--- config.mk ---
export PLATFORM = sky130hd
export DESIGN_NAME = activehigh_serial_encoder
export DESIGN_NICKNAME = d
export VERILOG_FILES = /design/src/rtl/activehigh_serial_encoder.sv
export SDC_FILE = /design/constraint.sdc
export NUM_CORES = 1
export LEC_CHECK = 0
export CORE_AREA = 2 2 39 41
export DETAILED_ROUTE_END_ITERATION = 12
export DIE_AREA = 0 0 41 43
export GPL_ROUTABILITY_DRIVEN = 0
export PLACE_DENSITY_LB_ADDON = 0.12
export SLEW_MARGIN = 20
export SYNTH_ARGS = -nofsm -noshare
export SYNTH_HDL_FRONTEND = slang
export SYNTH_SLANG_ARGS = --single-unit
--- constraint.sdc ---
create_clock -name clk -period 3.7 [get_ports clk]
set_clock_uncertainty 0.05 [all_clocks]
set_input_delay 1.11 -clock clk [delete_from_list [all_inputs] [get_ports clk]]
set_output_delay 1.11 -clock clk [all_outputs]
set_load 0.02 [all_outputs]
--- src/rtl/activehigh_serial_encoder.sv ---
// activehigh_serial_encoder
//   Converts a 2**CODE_W-bit active-high line vector into binary line codes.
//   If several lines are active, the block emits one code per active line, lowest
//   index first, and asserts `last` with the final code.
//   Input side: valid/ready. Output side: valid/ready, AXI-style: s and last
//   stay stable while out_valid=1 and out_ready=0.
//   Vectors do not overlap. in_ready is 1 only in IDLE.
//   Optional feature macro: ENC_ONEHOT_ERR_EN. When defined, it adds a sticky
//   `err` flag that sets when an accepted vector has more than one bit set, and an
//   `err_clr` input that clears it.

module activehigh_serial_encoder #(
    parameter int CODE_W = 2
) (
    input  logic                 clk,
    input  logic                 rst_n,
    input  logic [2**CODE_W-1:0] d,
    input  logic                 in_valid,
    output logic                 in_ready,
    output logic [CODE_W-1:0]    s,
    output logic                 out_valid,
    input  logic                 out_ready,
    output logic                 last
`ifdef ENC_ONEHOT_ERR_EN
    ,
    output logic                 err,
    input  logic                 err_clr
`endif
);

    localparam int N = 2**CODE_W;

    localparam logic [0:0] IDLE = 1'b0;
    localparam logic [0:0] BUSY = 1'b1;

    localparam logic [N-1:0] ONE = {{(N-1){1'b0}}, 1'b1};

    logic [0:0]   state;
    logic [N-1:0] pend;        // lines still waiting to be emitted
    logic [N-1:0] pend_next;   // pend with its lowest set bit removed
    logic         accept;
    logic         handshake;

    // Input handshake depends only on state, so d/in_valid never reach an output.
    assign in_ready  = (state == IDLE);
    assign accept    = in_valid && in_ready;
    assign out_valid = (state == BUSY);
    assign handshake = out_valid && out_ready;

    // x & (x-1) removes the lowest set bit. If nothing remains, this code is the last one.
    assign pend_next = pend & (pend - ONE);
    assign last      = (pend != '0) && (pend_next == '0);

    // Priority encode the lowest set bit of pend. s reads 0 when pend is empty.
    always_comb begin
        // NOTE: s gets a default before the loop, so every path assigns it and no latch is inferred.
        s = '0;
        for (int i = N - 1; i >= 0; i--) begin
            if (pend[i]) begin
                s = CODE_W'(i);
            end
        end
    end

    // Controller: load pend on a non-zero accept; pop one line per output handshake.
    always_ff @(posedge clk or negedge rst_n) begin
        if (!rst_n) begin
            // NOTE: reset is asynchronous, so pending codes are discarded and out_valid falls without waiting for a clock.
            state <= IDLE;
            pend  <= '0;
        end else begin
            // NOTE: state uses non-blocking assignments, so all registers update together from pre-edge values.
            case (state)
                IDLE: begin
                    // An all-zero vector is consumed, and the block stays in IDLE.
                    if (accept && (d != '0)) begin
                        pend  <= d;
                        state <= BUSY;
                    end
                end
                BUSY: begin
                    if (handshake) begin
                        pend <= pend_next;
                        if (last) begin
                            state <= IDLE;
                        end
                    end
                end
                default: begin
                    state <= IDLE;
                    pend  <= '0;
                end
            endcase
        end
    end

`ifdef ENC_ONEHOT_ERR_EN
    logic multi_hot;

    // A vector with more than one bit set still has bits left after its lowest bit is removed.
    assign multi_hot = (d & (d - ONE)) != '0;

    // Sticky error flag. Set has priority over clear on the same edge.
    always_ff @(posedge clk or negedge rst_n) begin
        if (!rst_n) begin
            err <= 1'b0;
        end else if (accept && multi_hot) begin
            err <= 1'b1;
        end else if (err_clr) begin
            err <= 1'b0;
        end
    end
`endif

endmodule

### After elaboration in Yosys (flattened, before gate mapping)

Index checks and enable logic that the tools add are counted.

* $add $sub $neg: 1
* equality and inequality tests: 2
* multiplexer cells: 11
* bitwise gates (word level): 2
* reductions and logical operators: 8

Operators by type and width (number)
* 2-to-1 mux 2 bit: 4
* 2-to-1 mux 4 bit: 2
* one-hot mux 4 bit (2 select lines): 1
* nonzero test 4 bit: 2
* AND 4 bit: 1
* logical AND 1 bit: 4
* logical NOT 4 bit: 1
* inequality test 2 x 1 -> 1 bit (second input constant): 2
* subtractor 4 x 1 -> 4 bit (second input constant): 1
* 2-to-1 mux 1 bit: 3
* one-hot mux 1 bit (2 select lines): 1
* AND reduction 2 bit: 1
* inverter 1 bit: 1

* register bits after elaboration: 5
* bits of input ports: 8

### Depth between registers and ports, before layout

Gate-level depths: netlist of run 1.

* word-level depth: 7
* gate-level depth with buffers: 4
* depth with buffers taken out: 3

### Worst setup path before layout of run 1

Ideal clock, no wire load.

* path type: register -> output
* start: register pend[1]
* end: output port last
* data arrival time: 1.021 ns
* path slack: 1.519 ns
* stages on the path, launching flop included: 4
* buffers on the path: 1
* cells stage by stage: dfrtp_1 > buf_2 > xor2_1 > a221o_1

* longest elaborated chain between the ends: 4
* elaborated cells between the ends (all ways): 5

Ends and longest elaborated chain
* start: declaration: RTL line 39 `logic [N-1:0] pend;`
* start signal: assignment: RTL line 83 `pend <= pend_next;`
* subtractor 4 x 1 -> 4 bit: RTL line 51 `assign pend_next = pend & (pend - ONE);`
* AND 4 bit: RTL line 51
* logical NOT 4 bit: RTL line 52 `assign last = (pend != '0) && (pend_next == '0);`
* logical AND 1 bit (*): RTL line 52
* end: declaration: RTL line 23 `output logic last`

Mark *: on every way between the ends. The rest lies on a longest branch, timed or not.

### Worst setup path in the final report of run 1

Same ends and word-level chain as after synthesis.

==> key figures, run 1 <==
Cells and area
  • Fin nets: 58
  • Register area: 125 sq um
  • Layout cell share with drive strength beyond 1: between 10% and 20%
  • Area of the multi-input gates: 186 sq um
  • Fillers: 151
  • Non-Filler Instances: 65
  • Design Area, Final: between 400 and 500 sq um
  • Layout Area Growth over Synthesis: 47.9%
  • Antenna cells: 0

Synthesis
  • Synth area leader: dfrtp_1
  • Flops & latches, synth: 5
  • Post-synthesis net count: 43
  • Synthesized area: 329 sq um
  • Synth unique cells: 23
  • Syn Area/Cell: ~9.4 sq um
  • Post-synthesis sequential area ratio: 38.0%
  • Top post-synthesis cells by area: dfrtp_1, a2bb2oi_2, nor2_1
  • Synth warn: 0
  • Top-area cell type share of the netlist area: a little under two fifths
  • Synth Instances: 35

Global routing
  • Vias in the first global route: roughly 340
  • Grt ovf: 0
  • First-pass GRT wire length: 1540 microns
  • Largest net degree at the start of global routing: 10
  • Initial antenna violation count: 0
  • GRT Util Overall: 13.0%

Power and ir drop
  • VDD IR max: slightly below 0.4 mV
  • Leak Pwr: 0.199 nW
  • P per Cell Area: between 800 and 900 nW/um^2
  • Power Total: 0.000425 W

Timing
  • Worst Tran Pin Value: 0.347 ns
  • Setup Total Neg Slack: 0 ns
  • Fin crit period: 3.01 ns
  • Worst hold slack: 0.567 ns
  • Final setup fails: 0
  • Unrepaired setup endpoints after global routing: false
  • Hold Vio Cnt, Final: 0
  • FMAX: 332 MHz
  • Period Utilization, post-route: 81.3%
  • Worst slew margin: 76.9%
  • Slew Viols, Final: 0

Clock network
  • CTS tree: built
  • Post-CTS Hold Fix Bufs: 0
  • # H-tree levels: 1
  • Clk_lat worst skew: 0.25 ns
  • Max Root-Sink Buffers: 2
  • Root buf cell: clkbuf_4
  • Post_cts resized: 0
  • CTS sink cnt: 5
  • CTS buffer count: 3
  • Post-CTS Repair Setup Buffers: 0
  • Clock-pin slew on the worst setup and hold paths: around 0.05 ns

Detailed routing
  • Routed Antenna Nets: 0
  • Vias/cell: 5.25
  • Wire per inst: 13.9 microns
  • Pre-antenna DRT Iters: 4
  • Final WL: 906 microns
  • Drc violations: 0
  • DRT iter0 DRCs: 7
  • Via count: about 340

Run
  • Max_cap viols: 0

Worst hold path
  • Worst hold path type: reg2reg

Floorplanning
  • Core Rows: 14
  • Core Region: 1380 sq um
  • Starting density of the core: 23.8%
  • Die span in y: about 43 microns
  • Boundary Pins: 13
  • Die width: 41 microns
  • DIE AREA: 1760 sq um

Place
  • Placed Cells: just over 60
  • Port Buf Inserts: 12
  • Dpl hpwl: a little over 700 microns
  • Placed Area: roughly 460 sq um

Critical path
  • Critical Path Slowest Stage Cell: clkdlybuf4s50_1
  • Crit end category: output port
  • Crit path kind: reg2out
  • CP max stage delay: 0.62 ns
  • Max FO, Critical Path: 8
  • WP data arrival: 1.85 ns
  • Critical Path RT: about 2.5 ns
  • CP Cell Sequence: nor4b_1, a221o_1, clkdlybuf4s50_1
  • Critical path startpoint category: flip-flop

Run status
  • Status: complete, no violations
[cells by family (layout without fill, tap and decap cells)]
family / Yosys count / after routing / synth area share [%]
AND/OR/NAND/NOR: 13 / 13 / 23.6
AO/OA/AOI/OAI: 12 / 12 / 30.4
flip-flops: 5 / 5 / 38.0
buffers and inverters: 4 / 18 / 5.32
XOR/XNOR: 1 / 1 / 2.66
[final cells by class]
| type | count | area share [%] |
|---|---|---|
| Sequential cell | 5 | 25.7 |
| Clock inverter | 1 | 1.03 |
| Multi-Input combinational cell | 26 | 38.3 |
| Inverter | 2 | 1.54 |
| Tap cell | 16 | 4.11 |
| Clock buffer | 3 | 4.63 |
| Timing Repair Buffer | 12 | 24.7 |
[flip-flops by register name, indices dropped and copies added, names as in the netlist]
| signal | flops |
|---|---|
| pend | 4 |
| out_valid | 1 |
[stage by stage]
| stage | util (%) | worst slack (ns) |
|---|---|---|
| 3_5_place_dp | 33.2 | 0.993 |
| 5_1_grt | 35.2 | 0.610 |
| 6_report | 35.2 | 0.692 |
| 2_1_floorplan | - | 1.52 |
| 4_1_cts | 35.2 | 0.691 |
| 3_3_place_gp | 33.2 | 1.04 |
[routing by layer]
metal	track usage, %	part of all wire (%)	up-vias
met5	0	0	-
met1	15.8	44	169
li1	-	-	162
met3	5.76	3.3	2
met4	7.33	1.7	0
met2	18.4	50	8
[worst max-delay path: cells and delay by family (launching register included)]
kind | cells | cell delay, ns
AND/OR/NAND/NOR | 1 | 0.32
AO/OA/AOI/OAI | 1 | 0.21
flip-flops | 1 | 0.46
buffers and inverters | 1 | 0.62
[cell usage in the layout, fill, tap and decap left out]
master and n:
and2_1 1, clkdlybuf4s50_1 12, a31oi_1 1, inv_1 2, xor2_1 1, nor3_1 1
a221o_1 1, clkbuf_4 3, a21boi_2 1, a21oi_1 2, a2bb2oi_2 1, a221oi_1 1
o31ai_1 1, a22o_1 1, nor2_1 4, clkinv_2 1, nand2_1 2, dfrtp_1 5
nand4bb_1 1, or4_4 1, o21a_1 1, a32o_1 1, o21ai_0 1, nor4b_1 1
nor2b_1 2
[synthesized netlist by cell type]
| master | number |
|---|---|
| a21boi_2 | 1 |
| a21oi_1 | 2 |
| a221o_1 | 1 |
| a221oi_1 | 1 |
| a22o_1 | 1 |
| a2bb2oi_2 | 1 |
| a31oi_1 | 1 |
| a32o_1 | 1 |
| and2_1 | 1 |
| buf_2 | 2 |
| dfrtp_1 | 5 |
| inv_1 | 2 |
| nand2_1 | 2 |
| nand4bb_1 | 1 |
| nor2_1 | 4 |
| nor2b_1 | 2 |
| nor3_1 | 1 |
| nor4b_1 | 1 |
| o21a_1 | 1 |
| o21ai_0 | 1 |
| o31ai_1 | 1 |
| or4_4 | 1 |
| xor2_1 | 1 |
[final timing paths]
| check | startpoint | to | slack (ns) | depth (start not counted) |
|---|---|---|---|---|
| min reg2reg | pend[2] | pend[2] | 0.57 | 1 |
| min in group asynchronous | rst_n | pend[2] | 1.04 | 1 |
| max | pend[1] | last | 0.69 | 3 |
| min | pend[2] | pend[2] | 0.57 | 1 |
| max reg2reg | out_valid | pend[2] | 2.32 | 3 |
| max in group asynchronous | rst_n | pend[3] | 2.37 | 1 |
[power breakdown]
group	internal, W	leakage [nW]	total [W]	switching [W]
logic	0.000122	0.118	0.000238	0.000116
registers	0.0000786	0.0626	0.000122	0.0000433
clock network	0.0000393	0.0177	0.0000645	0.0000253
total	0.000240	0.199	0.000425	0.000185
No activity file was read; power rests on OpenSTA's default activity.
==> inputs of run 2 (changes only) <==
==> constraint.sdc (replaced) <==
create_clock -name clk -period 2.5 [get_ports clk]
set_clock_uncertainty 0.05 [all_clocks]
set_input_delay 0.75 -clock clk [delete_from_list [all_inputs] [get_ports clk]]
set_output_delay 0.75 -clock clk [all_outputs]
set_load 0.02 [all_outputs]
==> run 2 against run 1 <==
  * Cell count up 1.5%
  * Flip-flop and latch count stayed put
  * Combinational power up 42%
  * Total power increased by 45%
  * Utilization rose by 0.36 points
  * Non-clock buffer count up 1
  * Setup slack got worse by 0.59 ns
  * Via count down 4.1%
  * Count of clock-buffer cells in the layout up 1
  * Design area increased by 1.0%
  * Clock power grew 46%
  * Critical path type unchanged
  * Largest power group unchanged
  * Highest routed layer is now met3
==> key figures, run 2 (synthesis results as in run 1) <==
Critical path
  • Critical Path Slowest Stage Cell: clkdlybuf4s50_1
  • WP data arrival: 1.60 ns
  • Crit end category: output port
  • Buf/Inv on CP: 1
  • Critical Path RT: 1.70 ns
  • CP startpoint: pend[3]
  • Crit-path most repeated cell: nor2_1
  • CP Cell Sequence: nor2b_1, nor2_1, nor2_1, clkdlybuf4s50_1
  • CP top delay family: buffers and inverters
  • Critical path startpoint category: flip-flop
  • Crit path kind: reg2out
  • Max FO, Critical Path: 4
  • Worst reg2reg startpoint: pend[0]
  • Reg2reg setup slack: ~1.2 ns
  • CP max stage delay: 0.61 ns

Cells and area
  • Largest Register: pend
  • Design Area, Final: 492 sq um
  • Fin nets: 59
  • Commonest non-fill, non-tap cell in the layout: clkdlybuf4s50_1
  • Non-Filler Instances: 66
  • Register area: 125 sq um
  • Most frequent cells in the layout: clkdlybuf4s50_1, dfrtp_1, nor2_1
  • Layout Area Growth over Synthesis: 49.4%
  • Largest register FFs: 4
  • Antenna cells: 0
  • Final Util: between 30% and 40%
  • Fillers: 139
  • Area of the multi-input gates: 186 sq um
  • Layout cell share with drive strength beyond 1: 14.0%

Power and ir drop
  • Leak Pwr: between 0.2 and 0.25 nW
  • VDD IR max: 0.552 mV
  • P per Cell Area: around 1200 nW/um^2

Timing
  • Fin crit period: around 2.4 ns
  • Unrepaired setup endpoints after global routing: false
  • Period Utilization, post-route: 96.0%
  • Slew Viols, Final: 0
  • Worst slew margin: 80.0%
  • Worst Tran Pin Value: around 0.3 ns
  • FMAX: 417 MHz
  • Hold Vio Cnt, Final: 0
  • Final setup fails: 0
  • Setup Total Neg Slack: 0 ns
  • Worst hold slack: 0.577 ns

Global routing
  • First-pass GRT wire length: 1480 microns
  • Largest net degree at the start of global routing: 10
  • Grt ovf: 0
  • Vias in the first global route: between 300 and 400
  • Initial antenna violation count: 0
  • GRT Util Overall: 12.7%

Detailed routing
  • DRT iter0 DRCs: 1
  • Wire per inst: between 10 and 15 microns
  • Via count: roughly 330
  • Pre-antenna DRT Iters: 2
  • Final WL: 870 microns
  • Drc violations: 0
  • Vias/cell: 4.95
  • Routed Antenna Nets: 0

Floorplanning
  • Starting density of the core: 23.8%
  • Die width: 41 microns
  • Core Region: 1380 sq um
  • Die span in y: ~43 microns
  • Core Rows: 14
  • DIE AREA: 1760 sq um
  • Boundary Pins: 13

Place
  • Placed Cells: 62
  • Placed Area: 467 sq um
  • Dpl hpwl: about 680 microns
  • Port Buf Inserts: 12

Clock network
  • CTS buffer count: 3
  • Clock-pin slew on the worst setup and hold paths: roughly 0.050 ns
  • Post-CTS Hold Fix Bufs: 0
  • Clk_lat worst skew: 0.24 ns
  • Max Root-Sink Buffers: 2
  • CTS tree: built
  • Root buf cell: clkbuf_4
  • CTS sink cnt: 5
  • Post-CTS Repair Setup Buffers: 0
  • Post_cts resized: 1
  • # H-tree levels: 1

Worst hold path
  • Worst hold path type: reg2reg
  • Hold path startpoint: out_valid

Run status
  • Status: complete, no violations

Run
  • Max_cap viols: 0
==> run 2: report_power, final <==
| group | total (W) | internal, W | switching (W) |
|---|---|---|---|
| Sequential | 0.000183 | 0.000116 | 0.0000664 |
| Combinational | 0.000337 | 0.000172 | 0.000165 |
| Clock | 0.0000942 | 0.0000604 | 0.0000338 |
| Total | 0.000614 | 0.000348 | 0.000266 |
==> run 2: path summary, 6_finish.rpt <==
kind,end,cells past startpoint
min in group asynchronous,out_valid,1
worst max register to register,out_valid,3
worst max-delay path,s[0],4
worst min register to register,pend[1],1
worst min-delay path,pend[1],1
max in group asynchronous,pend[1],1
==> run 2: stage by stage <==
| step | power (W) | setup slack [ns] |
|---|---|---|
| 2_1_floorplan | 0.000379 | 0.679 |
| 3_3_place_gp | 0.000530 | 0.206 |
| 3_5_place_dp | 0.000534 | 0.114 |
| 4_1_cts | 0.000621 | 0.0889 |
| 5_1_grt | 0.000659 | 0.0189 |
| 6_report | 0.000614 | 0.101 |
==> run 2: metal layers <==
layer / wire [microns] / track usage (%) / up-vias
met3: 14 / 3.14 / 0
met2: 449 / 18.1 / 6
li1: - / - / 159
met1: 405 / 16.4 / 162
met5: 0 / 0 / -
met4: 0 / 8.00 / 0
==> run 2: layout make-up <==
type                            instances  area share [%]
Clock buffer                            4            5.34
Inverter                                2            1.53
Multi-Input combinational cell         26            37.9
Sequential cell                         5            25.4
Tap cell                               16            4.07
Timing Repair Buffer                   13            25.7
